File: src/rtl/int_ctrl.sv
// Four-source interrupt controller: level/edge capture into pending bits and
// fixed lowest-index-first arbitration, presented to the CPU with an irq/ack handshake.
module int_ctrl #(
  parameter int                 NUM_SRC   = 4,
  parameter logic [NUM_SRC-1:0] EDGE_MASK = 4'b0000
) (
  input  logic               clk,
  input  logic               rstn,
  input  logic [NUM_SRC-1:0] src_req,
  output logic [NUM_SRC-1:0] src_ack,
  input  logic [NUM_SRC-1:0] en_mask,
  output logic               irq,
  output logic [1:0]         irq_id,
  input  logic               cpu_ack,
  output logic [NUM_SRC-1:0] pend,
  output logic [1:0]         dbg_state
);

  // Handshake: irq stays high with a stable irq_id until the CPU pulses
  // cpu_ack for one cycle; src_ack[irq_id] then pulses exactly one cycle later.
  typedef enum logic [1:0] {
    S_IDLE = 2'd0,
    S_REQ  = 2'd1,
    S_ACK  = 2'd2
  } state_e;

  state_e             state_q;
  logic [NUM_SRC-1:0] req_q, req_qq;
  logic [NUM_SRC-1:0] pend_q, pend_d;
  logic [NUM_SRC-1:0] blocked_q, blocked_d;
  logic               irq_q;
  logic [1:0]         irq_id_q;
  logic [NUM_SRC-1:0] src_ack_q;

  logic [NUM_SRC-1:0] clr, set_lvl, set_edge, arb;
  logic [1:0]         win_id;

  always_comb begin
    clr = '0;
    if (state_q == S_REQ && cpu_ack) clr[irq_id_q] = 1'b1;
    // A level source being acked must not re-pend on the same edge; an edge source may.
    set_lvl   = req_q & ~blocked_q & ~clr;
    set_edge  = req_q & ~req_qq;
    pend_d    = (pend_q & ~clr) | (EDGE_MASK & set_edge) | (~EDGE_MASK & set_lvl);
    blocked_d = ~EDGE_MASK & req_q & (blocked_q | clr);
    arb       = pend_q & en_mask;
    win_id    = '0;
    for (int i = NUM_SRC - 1; i >= 0; i--) begin
      if (arb[i]) win_id = 2'(i);
    end
  end

  always_ff @(posedge clk or negedge rstn) begin
    if (!rstn) begin
      req_q     <= '0;
      req_qq    <= '0;
      pend_q    <= '0;
      blocked_q <= '0;
    end else begin
      req_q     <= src_req;
      req_qq    <= req_q;
      pend_q    <= pend_d;
      blocked_q <= blocked_d;
    end
  end

  always_ff @(posedge clk or negedge rstn) begin
    if (!rstn) begin
      state_q   <= S_IDLE;
      irq_q     <= 1'b0;
      irq_id_q  <= '0;
      src_ack_q <= '0;
    end else begin
      case (state_q)
        S_IDLE: begin
          src_ack_q <= '0;
          if (|arb) begin
            state_q  <= S_REQ;
            irq_q    <= 1'b1;
            irq_id_q <= win_id;
          end
        end
        S_REQ: begin
          if (cpu_ack) begin
            state_q   <= S_ACK;
            irq_q     <= 1'b0;
            src_ack_q <= clr;
          end else if (!en_mask[irq_id_q]) begin
            state_q <= S_IDLE;
            irq_q   <= 1'b0;
          end
        end
        S_ACK: begin
          state_q   <= S_IDLE;
          irq_q     <= 1'b0;
          src_ack_q <= '0;
        end
        default: begin
          state_q   <= S_IDLE;
          irq_q     <= 1'b0;
          src_ack_q <= '0;
        end
      endcase
    end
  end

  assign src_ack   = src_ack_q;
  assign irq       = irq_q;
  assign irq_id    = irq_id_q;
  assign pend      = pend_q;
  assign dbg_state = state_q;

endmodule
File: config.mk
export PLATFORM = sky130hd
export DESIGN_NAME = int_ctrl
export DESIGN_NICKNAME = d
export VERILOG_FILES = /design/src/rtl/int_ctrl.sv
export SDC_FILE = /design/constraint.sdc
export NUM_CORES = 1
export LEC_CHECK = 0
export ABC_AREA = 1
export BUFFER_PORTS_ARGS = -buffer_cell sky130_fd_sc_hd__buf_4
export CORE_ASPECT_RATIO = 2
export CORE_MARGIN = 8
export CORE_UTILIZATION = 29
export CTS_CLUSTER_SIZE = 12
export DETAILED_ROUTE_END_ITERATION = 12
export SLEW_MARGIN = 30
export SYNTH_ARGS = -nofsm -noshare
export SYNTH_HDL_FRONTEND = slang
export SYNTH_SLANG_ARGS = --single-unit
File: constraint.sdc
create_clock -name clk -period 2.7 [get_ports clk]
set_input_delay 0.54 -clock clk [delete_from_list [all_inputs] [get_ports clk]]
set_output_delay 0.54 -clock clk [all_outputs]
set_load 0.02 [all_outputs]
==> results by group <==
Synthesis
  • Flops & latches, synth: 20
  • Cell taking the most area after synthesis: dfrtp_1
  • YS warnings: 0
  • Synthesized area: 827 um^2
  • Syn Area/Cell: 9.40 um^2
  • Most numerous cell in the Yosys netlist: nand2_1
  • EDFF count, synth: 0
  • Post-synthesis sequential area ratio: 0.605
  • Primary FF master, synth: dfrtp_1
  • Yosys top cell area share: 0.605
  • Number of library cell types mapped by synthesis: 16
  • Synth async-reset ratio: 1.00
  • Most frequent cells after synthesis: nand2_1 (32), dfrtp_1 (20), inv_1 (9)
  • Synth area leaders: dfrtp_1 (61%), nand2_1 (15%), inv_1 (4.1%)
  • Post-synth net total: 99
  • Syn Inst Count: 88

Routing
  • Via/cell ratio: approximately 4.8
  • WL met3: ~170 um
  • Post-DR wirelength/cell: between 10 and 15 um
  • Routed Antenna Nets: 0
  • WL met2: 1040 um
  • DRC viols: 0
  • First drt pass iteration count: 4
  • Total routed wirelength: between 1500 and 2000 um
  • Vias: 680
  • Highest metal used: met4
  • Initial DRC count: 38
  • Metal-1 WL: 656 um

Power and ir drop
  • Pwr dens: 1030 mW/mm^2
  • Int Pwr: 0.000674 W
  • Worst VDD drop: 0.475 mV
  • Flop pwr share: 0.409
  • Net Sw Power: 0.000446 W
  • Sw Ratio: 0.398
  • Clock power share: 0.196
  • Leak pwr: 0.568 nW
  • Combinational cell fraction of total power: 0.395

CTS
  • CTS Buffer Depth: 2
  • Worst-path clk slew: 70 ps
  • PostCTS Resize Cnt: 0
  • H-tree depth: 1
  • CTS sink cnt: 20
  • Worst skew pair latency: 250 ps
  • Post-CTS setup buffers: 0
  • CTS tree: done
  • TritonCTS Buffers: 3
  • Root Buffer: clkbuf_8
  • Hold buffers post-CTS: 0

Setup path
  • Worst r2r dst: blocked_q[2]
  • Crit path depth: 1
  • R2r setup slk: 1560 ps
  • Reg2reg start: irq_id[0]
  • Bufs and invs on worst path: 1
  • Critical Path AT: roughly 950 ps
  • Critical path class: register to primary output
  • Worst path cell trace: buf_4
  • Max stage delay on crit path: 490 ps
  • Top delay family on crit path: flip-flops
  • Worst path required time: 2160 ps
  • Critical path's slowest cell: dfrtp_1
  • R2R depth: 4
  • CP startpoint kind: register
  • CP endpoint kind: primary output
  • Worst-path fanout max: 8

Global routing
  • GRT Overall Usage: 0.0829
  • Initial antenna violation count: 0
  • Vias in the first global route: 717
  • Total gr overflow: 0
  • Largest net degree at the start of global routing: 21
  • Global-route wire length before repair: 3110 um

STA
  • RSZ-0062 raised after global routing: false
  • Final clock skew: 4.65 ps
  • Setup TNS: 0 ps
  • Max-slew violations: 0
  • Max Freq: between 0.6 and 0.7 GHz
  • Max transition margin: 0.823
  • Final hold viol count: 0
  • Worst-Margin Slew: 265 ps
  • Period utilization: 0.551
  • Period minus WS final: 1490 ps
  • Final setup viols: 0

Floorplanning
  • Die W: between 50 and 60 um
  • Initial Util: 0.302
  • Die ar.: 0.00492 mm^2
  • Site row count: 27
  • Die height: around 92 um
  • IO Count: 24
  • Core Box Area: 0.00274 mm^2

Finish
  • Fill count: between 200 and 300
  • Fin nets: between 100 and 150
  • Share of layout cells above drive strength 1: 0.272
  • Antenna diodes: 0
  • Final core occ: 0.396
  • Layout area overhead: 31.0%

Place
  • Port Buffer Count: 23
  • Placer Congestion: 0.771
  • DP HPWL: 1560 um

Status
  • Status: completed

Flow run
  • Max Cap Viol: 0

Worst hold path
  • Hold WC Path Type: input port to async pin
==> metal layers <==
| metal | vias up | track usage |
|---|---|---|
| met2 | 24 | 0.139 |
| met5 | - | 0 |
| li1 | 331 | - |
| met1 | 321 | 0.0812 |
| met3 | 4 | 0.0294 |
| met4 | 0 | 0.0487 |
==> registers in the layout, summed over array words and instances, names as in the netlist <==
register / count
req_q: 4
pend: 4
irq_id: 2
dbg_state: 2
src_ack: 4
blocked_q: 4
==> power by group through the flow <==
stage,Sequential (W),Clock (W),Combinational (W)
6_report,0.000458,0.000219,0.000442
5_1_grt,0.000471,0.000239,0.000491
4_1_cts,0.000458,0.000225,0.000449
3_5_place_dp,0.000463,0,0.000447
3_3_place_gp,0.000461,0,0.000437
2_1_floorplan,0.000520,0,0.000202
==> layout by cell type (no fill, tap or decap), drive strengths merged <==
master / n
buf: 23
nand3b: 1
dfrtp: 20
nand4: 2
o21a: 2
o21ai: 2
a21boi: 2
clkbuf: 4
nor3: 1
nand2: 32
nand3: 3
a31oi: 2
inv: 10
nor2: 6
a21oi: 4
==> area by class of cell <==
type                            count  area (um^2)  area share
Sequential cell                    20          500       0.462
Multi-Input combinational cell     57          282       0.260
Timing Repair Buffer               23          173       0.159
Clock buffer                        4         55.1      0.0508
Inverter                           10         37.5      0.0346
Tap cell                           29         36.3      0.0335
==> kinds of logic after synthesis <==
kind of cell	share of synthesized area
AND/OR/NAND/NOR	0.253
flip-flops	0.605
AO/OA/AOI/OAI	0.0877
buffers and inverters	0.0545
==> how the worst max path moves through the flow <==
| stage | from | endpoint |
|---|---|---|
| after global routing | irq_id[0] | irq_id[0] |
| after detailed placement | en_mask[2] | irq_id[0] |
| final | irq_id[0] | irq_id[0] |
| after CTS | irq_id[0] | irq_id[0] |
| after floorplan | dbg_state[0] | dbg_state[0] |
| after global placement | irq_id[0] | irq_id[0] |
==> stage by stage <==
stage	std cells	hold WS [ps]	worst slack [ps]	cell area (um^2)	power, W
2_1_floorplan	88	244	1430	827	0.000722
3_3_place_gp	139	425	1490	1030	0.000898
3_5_place_dp	139	429	1490	1030	0.000911
4_1_cts	143	153	1210	1080	0.00113
5_1_grt	143	158	1170	1080	0.00120
6_report	143	145	1210	1080	0.00112
Power figures use the tool's default switching activity.
